**src/rtl/mux_pkg.sv**
```systemverilog
// Shared definitions for the operand-select pipeline: default sizes, select codes
// and the payload layout carried through the register slice.
package mux_pkg;

    localparam int unsigned MUX_DEF_WIDTH  = 24;
    localparam int unsigned MUX_DEF_NUM_IN = 4;
    localparam int unsigned MUX_DEF_SEL_W  = 2;

    localparam int unsigned SEL_B    = 0;
    localparam int unsigned SEL_ONE  = 1;
    localparam int unsigned SEL_IMM  = 2;
    localparam int unsigned SEL_ADDR = 3;

    // Payload at the default sizes; parametrised users declare the same layout locally.
    typedef struct packed {
        logic [MUX_DEF_WIDTH-1:0] data;
        logic [MUX_DEF_SEL_W-1:0] sel;
        logic                     oor;
    } mux_item_t;

    // Packed width of a {data, sel, oor} payload for arbitrary sizes.
    function automatic int unsigned mux_item_w(input int unsigned width, input int unsigned sel_w);
        return width + sel_w + 1;
    endfunction

endpackage

```
**src/rtl/pipe_skid_reg.sv**
```systemverilog
// Generic 2-entry valid/ready register slice: one output register plus one skid entry,
// with in_ready taken straight from a flop.
module pipe_skid_reg #(
    parameter int unsigned PW = 8
) (
    input  logic          clk,
    input  logic          rst_n,
    input  logic          in_valid,
    output logic          in_ready,
    input  logic [PW-1:0] in_payload,
    output logic          out_valid,
    input  logic          out_ready,
    output logic [PW-1:0] out_payload
);

    logic          skid_valid;
    logic [PW-1:0] skid_payload;
    logic          out_valid_d;
    logic [PW-1:0] out_payload_d;
    logic          skid_valid_d;
    logic [PW-1:0] skid_payload_d;
    logic          accept;

    assign accept = in_valid && in_ready;

    // Skid entry always drains ahead of new input, which keeps ordering FIFO.
    always_comb begin
        out_valid_d    = out_valid;
        out_payload_d  = out_payload;
        skid_valid_d   = skid_valid;
        skid_payload_d = skid_payload;
        if (!out_valid || out_ready) begin
            if (skid_valid) begin
                out_valid_d   = 1'b1;
                out_payload_d = skid_payload;
                skid_valid_d  = 1'b0;
            end else if (accept) begin
                out_valid_d   = 1'b1;
                out_payload_d = in_payload;
            end else begin
                out_valid_d   = 1'b0;
            end
        end else if (accept) begin
            skid_valid_d   = 1'b1;
            skid_payload_d = in_payload;
        end
    end

    always_ff @(posedge clk) begin
        if (!rst_n) begin
            out_valid    <= 1'b0;
            out_payload  <= '0;
            skid_valid   <= 1'b0;
            skid_payload <= '0;
            in_ready     <= 1'b1;
        end else begin
            out_valid    <= out_valid_d;
            out_payload  <= out_payload_d;
            skid_valid   <= skid_valid_d;
            skid_payload <= skid_payload_d;
            in_ready     <= !skid_valid_d;
        end
    end

endmodule

```
**src/rtl/mux_sel_pipe.sv**
```systemverilog
// N-way operand selector feeding a registered valid/ready slice; out-of-range selects
// yield DEFAULT_VAL, are tagged with oor and latch the sticky sel_err flag.
module mux_sel_pipe
    import mux_pkg::*;
#(
    parameter int unsigned      WIDTH       = MUX_DEF_WIDTH,
    parameter int unsigned      NUM_IN      = MUX_DEF_NUM_IN,
    parameter int unsigned      SEL_W       = MUX_DEF_SEL_W,
    parameter logic [WIDTH-1:0] DEFAULT_VAL = '0
) (
    input  logic                    clk,
    input  logic                    rst_n,
    input  logic                    in_valid,
    output logic                    in_ready,
    input  logic [SEL_W-1:0]        sel,
    input  logic [NUM_IN*WIDTH-1:0] in_data,
    output logic                    out_valid,
    input  logic                    out_ready,
    output logic [WIDTH-1:0]        out_data,
    output logic [SEL_W-1:0]        out_sel,
    output logic                    out_oor,
    output logic                    sel_err,
    input  logic                    err_clr
);

    localparam int unsigned PW = mux_item_w(WIDTH, SEL_W);

    typedef struct packed {
        logic [WIDTH-1:0] data;
        logic [SEL_W-1:0] sel;
        logic             oor;
    } item_t;

    item_t in_item;
    item_t out_item;
    logic  accept;

    assign accept = in_valid && in_ready;

    // Explicit compare per input so an out-of-range code never indexes past in_data.
    always_comb begin
        in_item.data = DEFAULT_VAL;
        in_item.sel  = sel;
        in_item.oor  = 1'b1;
        for (int unsigned k = 0; k < NUM_IN; k++) begin
            if (32'(sel) == k) begin
                in_item.data = in_data[k*WIDTH +: WIDTH];
                in_item.oor  = 1'b0;
            end
        end
    end

    pipe_skid_reg #(
        .PW (PW)
    ) u_slice (
        .clk         (clk),
        .rst_n       (rst_n),
        .in_valid    (in_valid),
        .in_ready    (in_ready),
        .in_payload  (PW'(in_item)),
        .out_valid   (out_valid),
        .out_ready   (out_ready),
        .out_payload (out_item)
    );

    assign out_data = out_item.data;
    assign out_sel  = out_item.sel;
    assign out_oor  = out_item.oor;

    // Set beats clear when both happen in the same cycle.
    always_ff @(posedge clk) begin
        if (!rst_n) begin
            sel_err <= 1'b0;
        end else if (accept && in_item.oor) begin
            sel_err <= 1'b1;
        end else if (err_clr) begin
            sel_err <= 1'b0;
        end
    end

endmodule
```
**config.mk**
```make
export PLATFORM = sky130hd
export DESIGN_NAME = mux_sel_pipe
export DESIGN_NICKNAME = d
export VERILOG_FILES = /design/src/rtl/mux_pkg.sv /design/src/rtl/pipe_skid_reg.sv /design/src/rtl/mux_sel_pipe.sv
export SDC_FILE = /design/constraint.sdc
export NUM_CORES = 1
export LEC_CHECK = 0
export CORE_MARGIN = 2
export CORE_UTILIZATION = 46
export CTS_CLUSTER_DIAMETER = 50
export CTS_CLUSTER_SIZE = 30
export DETAILED_ROUTE_END_ITERATION = 6
export GPL_ROUTABILITY_DRIVEN = 0
export PLACE_DENSITY = 0.95
export RECOVER_POWER = 50
export SYNTH_ARGS = -nofsm -noshare
export SYNTH_HDL_FRONTEND = slang
export SYNTH_HIERARCHICAL = 1
export SYNTH_SLANG_ARGS = --single-unit
```
**constraint.sdc**
```tcl
create_clock -name clk -period 2.6 [get_ports clk]
set_input_delay 0.52 -clock clk [delete_from_list [all_inputs] [get_ports clk]]
set_output_delay 0.52 -clock clk [all_outputs]
set_load 0.02 [all_outputs]
```
==> results.txt, run 1 <==
* Run status: complete, no violations
* Number of top-level pins: 133
- Max-slew violation count: 0
* Wire length of the first global-routing pass: between 10,000 and 15,000 um
- For this design the ratio of total power to cell area is 508 mW/mm^2.
* Sink Count: 58
- Setup-failing EPs final: 0
* Switching Share: 0.264
* Quantity of hold-fixing buffers added after cts: 0
- Number of vias per cell: 5.81
* HPWL after detailed placement: 6070 um
- Post-synthesis instance area: 0.00307 sq mm
- Initial cell density of the core: 0.481
- Largest net degree at the start of global routing: 43
* Synthesized instance count: between 200 and 300
* Per-cell routed wire length: ~19 um
- For the final database, setup skew stands at roughly 0.0042 ns.
- The share of total power dissipated in sequential elements is 0.421.
- Before antenna repair, the detailed router went through 4 iterations.
* Worst IR Drop VDD: 0.327 mV
- The tightest min-delay check is of the reg -> reg type.
- Count of distinct cell types in the synthesized netlist: 25
- Fraction of power consumed by the clock network: 0.332
- Worst slack at placement: about 0.48 ns
* Inserted Clock Buffers: 9
* Number of max-cap violations: 0
* Pin slew with the least headroom to its limit: about 1.0 ns
- Die Area: 0.00734 sq mm
* Buffers on Ports: ~130
- Skew-Pair Late Insertion Delay: approximately 0.33 ns
- Setup repair after global routing missed its margin: no
- Antenna violations before repair: 0
* Total gr overflow: 0
- Net switching power: 610 uW
- Die width: 85.7 um
- Total Negative Setup Slacks: 0 ns
- H-tree depth reported by CTS: 3
- Max Buffers Root-to-Sink: 2
* Worst R2R Setup Slack: 0.58 ns
* Post-synthesis sequential element count: 58
- Global-route total usage across every layer: 0.252
- WL final: ~9100 um
- In this run the mean area of a mapped cell was 10.8 sq um.
- In the final layout, the share of cells above drive strength 1 is 0.111.
- In this run the vertical extent of the chip is roughly 86 um.
* Part of the power in combinational logic: 0.247
* Area Overhead vs Synth: 48.3%
- For this run, the post-layout net count is 511.
- Data on the critical path arrives at its endpoint at 2.26 ns.
- Count of standard-cell rows: 29
* Diode count: 0
* Most common flop cell mapped by yosys: dfxtp_1
- Counting flops with a built-in enable in the synthesized netlist gives 0.
- The number of global-route vias before repair came to 3,018.
- After detailed routing, the number of remaining DRC violations is 0.
- The worst path in the final design needs a cycle of 2.04 ns, including I/O delays and setup.
- The region available for standard cell placement spans 0.00639 sq mm.
- Post-synth ARST share: 0
- The root buffer cell chosen for the clock tree is clkbuf_8.
- Leakage Power: about 0.0018 uW
- Summing over every cut layer, the via total after detailed routing is 2,847.
- Crit-path max FO: 27
- Maximum clock rate: 491 MHz
* Start-to-end type of the worst setup path: in -> reg
* Critical Path Sink Type: flip-flop
- The number of gates resized after CTS was 0.
- In this run the remaining antenna-violating nets after routing total 0.
- Ys Warns: 6
- The internal portion of the total power is 1700 uW.
* Clock transition at the registers of the reported paths: ~0.060 ns
- Max-slew headroom at the worst pin: 0.306
- Setup slack of the critical path after layout: 0.564 ns
* Required time worst endpoint: 2.82 ns
* Element type at the critical path start: input port
* Total count of hold-check failures in the final report: 0
* CTS tree: built
- After the first detailed-routing iteration, the DRC count stood at 201.
- # Post-CTS Setup Buffers: 0
- For this run, the register share of the synthesized area comes to 0.378.
- In the finished design, the share of the clock period the worst path needs comes to 0.783.
-- synthesized netlist by cell type, types with 2 or more instances --
library cell | n | area (sq um)
buf_4 | 3 | 22.5
o211a_1 | 27 | 270
buf_12 | 2 | 40.0
buf_2 | 10 | 50.1
nand2_1 | 54 | 203
buf_6 | 4 | 45.0
mux4_1 | 4 | 105
dfxtp_1 | 58 | 1160
nand3_1 | 27 | 135
clkbuf_1 | 9 | 33.8
mux2i_1 | 27 | 270
mux4_2 | 20 | 450
a21boi_0 | 27 | 203
-- state kept, by name, indices dropped and copies added, names as in the netlist --
signal                flops
sel_err                   1
u_slice/out_payload      27
u_slice/out_valid         1
u_slice/in_ready          1
u_slice/skid_valid        1
u_slice/skid_payload     27
-- cell usage in the layout (no fill, tap or decap), types with 3 or more instances in the layout --
master           count
a21boi_0            27
buf_4                4
clkbuf_2             3
clkbuf_8            12
clkdlybuf4s50_1    128
dfxtp_1             58
mux2i_1             27
mux4_1               4
mux4_2              20
nand2_1             54
nand3_1             27
o211a_1             27
-- area by class of cell --
type	instances	area, sq um
repair buffers	141	1400
fillers	460	1830
clock buffers	14	173
clock inverters	2	10.0
flip-flops and latches	58	1160
inverters	1	3.75
multi-input cells	197	1710
well taps	77	96.3
-- stage by stage --
step	power [uW]	std cells	utilization	cell area, sq um	hold slack [ns]
after floorplan	1280	285	-	3070	0.443
after detailed placement	1560	474	0.686	4380	0.459
after CTS	2330	490	0.715	4560	0.467
after global routing	2410	490	0.713	4550	0.492
final	2310	490	0.713	4550	0.465
after global placement	1540	474	0.686	4380	0.449
-- worst paths after layout --
kind / start / depth (start not counted) / end
min reg2reg: u_slice/skid_payload[16] / 2 / u_slice/skid_payload[16]
min: u_slice/skid_payload[16] / 2 / u_slice/skid_payload[16]
max reg2reg: u_slice/skid_valid / 5 / u_slice/out_payload[19]
max: out_ready / 5 / u_slice/skid_payload[14]
-- power by group through the flow --
stage | sequential, uW | clock (uW) | combinational, uW
floorplan | 1040 | 0 | 243
global placement | 990 | 0 | 552
detailed placement | 993 | 0 | 571
CTS | 974 | 782 | 575
global route | 979 | 823 | 607
finish | 974 | 767 | 570
-- critical path: stages --
cell and delay, ns:
dlygate4sd3_1 0.58, and4b_1 0.25, clkbuf_2 0.52, nand2_1 0.11, a21boi_0 0.27
-- layer usage --
metal | up-vias | GRT usage | part of all wire
li1 | 1298 | - | -
met1 | 1374 | 0.281 | 0.38
met5 | - | 0 | 0
met3 | 11 | 0.0558 | 0.085
met2 | 164 | 0.464 | 0.52
met4 | 0 | 0.0996 | 0.013
-- cell families (layout without fill, tap and decap cells) --
kind of cell    count (synthesis)  in the layout  synth area share
compound gates                 56             56             0.159
buf+inv                        30            158            0.0648
flops                          58             58             0.378
mux                            51             51             0.269
other cells                     1              2           0.00122
simple gates                   88             88             0.128
No activity file was read; power rests on OpenSTA's default activity.
==> run 2: changes to the inputs <==
- CORE_UTILIZATION: 46 -> 43
- PLACE_DENSITY: 0.95 -> 0.9
- clock period: 2.6 -> 2 ns (I/O delays scaled with it)
==> results.txt, run 2 (same netlist as run 1, synthesis figures left out) <==
- The number of buffer and inverter stages on the critical path came to 1 (-1).
* Internal power: 2230 uW (+31%)
* Net switching power: 782 uW (+28%)
- The clock network fraction of design power was 0.329 (-0.003).
* Total count of hold-check failures in the final report: 0 (unchanged)
- The remaining global-route overflow was 0 (unchanged).
- Diode count: 0 (unchanged)
- H-tree depth reported by CTS: 3 (unchanged)
- Leaving out fill and tap cells, the most frequent cell in the layout is clkdlybuf4s50_1.
* DRC violations left: 0 (unchanged)
* Root buffer cell: clkbuf_8
- The critical path in this run is classified as reg -> out.
* Seq pwr share: 0.421 (about the same)
- The peak per-stage delay on the critical path is 0.65 ns (+0.07 ns).
* Die Area: 0.00783 sq mm (+6.6%)
- Worst R2R Setup Slack: 0.42 ns (-0.16 ns)
- Combined flip-flop and latch cell area: 0.00116 sq mm (+0.11%)
- The total cell area at the placement stage was 0.00448 sq mm (+2.2%).
- The worst-case headroom to the max-slew limit is 0.220 (-0.0857).
- The number of buffers added to fix hold violations after cts is 0 (unchanged).
- The critical path goes through clkdlybuf4s50_1.
- Element type at the critical path start: flip-flop
- Counting I/O delays and the setup requirement, the final critical path takes 1.76 ns.
- The share of total power consumed by net switching was 0.260 (-0.00376).
* WL final: 8740 um (-3.9%)
* Skew-Pair Late Insertion Delay: 0.33 ns (about the same)
- The core box area was 0.00687 sq mm (+7.6%).
- The count of final setup violators came to 0 (unchanged).
- Worst IR Drop VDD: 0.324 mV (-1.1%)
- The fraction of power consumed by combinational cells is 0.250 (+0.003).
* Clock transition at the registers of the reported paths: 0.06 ns (about the same)
* Max Buffers Root-to-Sink: 2 (unchanged)
- Based on the critical path, the design can be clocked at up to about 570 MHz.
- Total of fill cells in the finished design: 528 (+15%)
- Worst Clk Skew: 0.00530 ns (+0.00109 ns)
* # Post-CTS Setup Buffers: 0 (unchanged)
- The multi-input combinational cell area was 0.00171 sq mm (about the same).
- The die span in x is 88.5 um (+3.3%).
- The run finished with clean final reports.
- The number of DRC markers in iteration 0 was 81 (-60%).
* Critical Path Sink Type: primary output
- In this run the worst hold path is classified as reg -> reg.
- Leaving out fill and tap cells, the most frequent cells in the layout are 129 x clkdlybuf4s50_1, 57 x dfxtp_1, 54 x nand2_1.
- The largest net degree at the start of global routing is 32 (-26%).
* Worst-path cell with the longest stage delay: clkdlybuf4s50_1
- Inserted Clock Buffers: 9 (unchanged)
- The final routed wire length divided by cell count is 17.1 um (-8.0%).
* Count of standard-cell rows: 30 (+3.4%)
* Vias: 2,829 (-0.63%)
- The all-layer global routing usage is 0.229 (-0.0231).
- Buffers on Ports: 132 (unchanged)
- The clock sink count was 58 (unchanged).
- Remaining antenna violation count after routing: 0 (unchanged)
- The placed wire-length estimate was 6250 um (+3.0%).
- Number of top-level pins: 133 (unchanged)
- The die height came to 88.5 um (+3.3%).
- The mean number of vias per cell was 5.53 (-4.9%).
- The leakage power was 0.00187 uW (+1.5%).
- The initial antenna violation count was 0 (unchanged).
- The detailed-routing iteration count for the pre-antenna-repair pass is 4 (unchanged).
- The number of nets at the end of the flow came to 514 (+0.59%).
* Number of max-cap violations: 0 (unchanged)
- The maximum net fanout on the critical path is 4 (-85%).
- Post-route fraction of the period consumed by the critical path: 0.879
- The fraction of final layout cells with drive strength greater than 1 came to 0.118 (+0.00641).
- The total power density per cell area came to 646 mW/mm^2 (+27%).
- The slew at the pin with the worst max-slew slack was 1.17 ns (+0.129 ns).
- Compared with the post-synthesis result, the final layout area differs by 51.7%.
- Wire length of the first global-routing pass: 13,500 um (-6.4%)
- Top delay family on crit path: buffers and inverters
* Initial cell density of the core: 0.447 (-0.0338)
- Post-cts repair resize count: 0 (unchanged)
* Total Negative Setup Slacks: 0 ns (unchanged)
- Regs by FF count: u_slice/out_payload: 27 flops, u_slice/skid_payload: 27 flops
- The required arrival time at the worst endpoint is 1.60 ns (-1.22 ns).
- Cell area after layout: 0.00466 sq mm (+2.3%)
* Setup repair after global routing missed its margin: no
- CTS tree: built
* Number of global-route vias before repair: 2,999 (-0.63%)
* Critical path data arrival time: 1.36 ns (-0.90 ns)
- Max-slew violation count: 0 (unchanged)
run 2: cell count changes in the layout (fill, tap and decap cells not counted), sizes merged:
| cell | before | now |
|---|---|---|
| clkbuf | 17 | 15 |
| dlygate4sd3 | 2 | 1 |
| clkdlybuf4s50 | 128 | 129 |
| buf | 8 | 13 |
run 2: final timing paths:
kind              cells after the start                     start                       end
setup reg to reg                      3        u_slice/skid_valid   u_slice/out_payload[25]
hold / removal                        2  u_slice/skid_payload[16]  u_slice/skid_payload[16]
setup / recovery                      1          u_slice/in_ready                  in_ready
hold reg to reg                       2  u_slice/skid_payload[16]  u_slice/skid_payload[16]
run 2: metal layers:
metal,global-route usage,part of all wire,up-vias,wire (um)
met3,0.0550,0.082,23,720
met2,0.400,0.51,151,4420
met1,0.256,0.38,1349,3360
met4,0.127,0.026,0,231
met5,0,0,-,0
li1,-,-,1306,-
run 2: worst register-to-register path: cells and delay by family (launching register included):
| family | cells | cell delay, ns |
|---|---|---|
| AO/OA/AOI/OAI | 2 | 0.41 |
| flip-flops | 1 | 0.55 |
| AND/OR/NAND/NOR | 1 | 0.56 |
run 2: power by group through the flow:
stage          Clock, uW  Sequential, uW  Combinational (uW)
3_3_place_gp           0            1290                 731
4_1_cts             1010            1270                 756
6_report             990            1270                 751
2_1_floorplan          0            1350                 317
5_1_grt             1040            1280                 801
3_5_place_dp           0            1290                 753
run 2: final cells by class:
cell class                      count  share of cell area
Inverter                            1            0.000806
Clock buffer                       14              0.0371
Multi-Input combinational cell    197               0.368
Tap cell                           96              0.0258
Clock inverter                      2             0.00215
Timing Repair Buffer              144               0.317
Sequential cell                    58               0.250
run 2: metrics by stage:
| stage | utilization | hold WS (ns) | power, uW | setup WS (ns) | instances |
|---|---|---|---|---|---|
| 2_1_floorplan | - | 0.443 | 1670 | 0.388 | 285 |
| 3_3_place_gp | 0.652 | 0.448 | 2020 | 0.0655 | 496 |
| 3_5_place_dp | 0.652 | 0.459 | 2040 | 0.0156 | 496 |
| 4_1_cts | 0.678 | 0.467 | 3030 | 0.221 | 512 |
| 5_1_grt | 0.678 | 0.485 | 3120 | 0.186 | 512 |
| 6_report | 0.678 | 0.463 | 3010 | 0.242 | 512 |
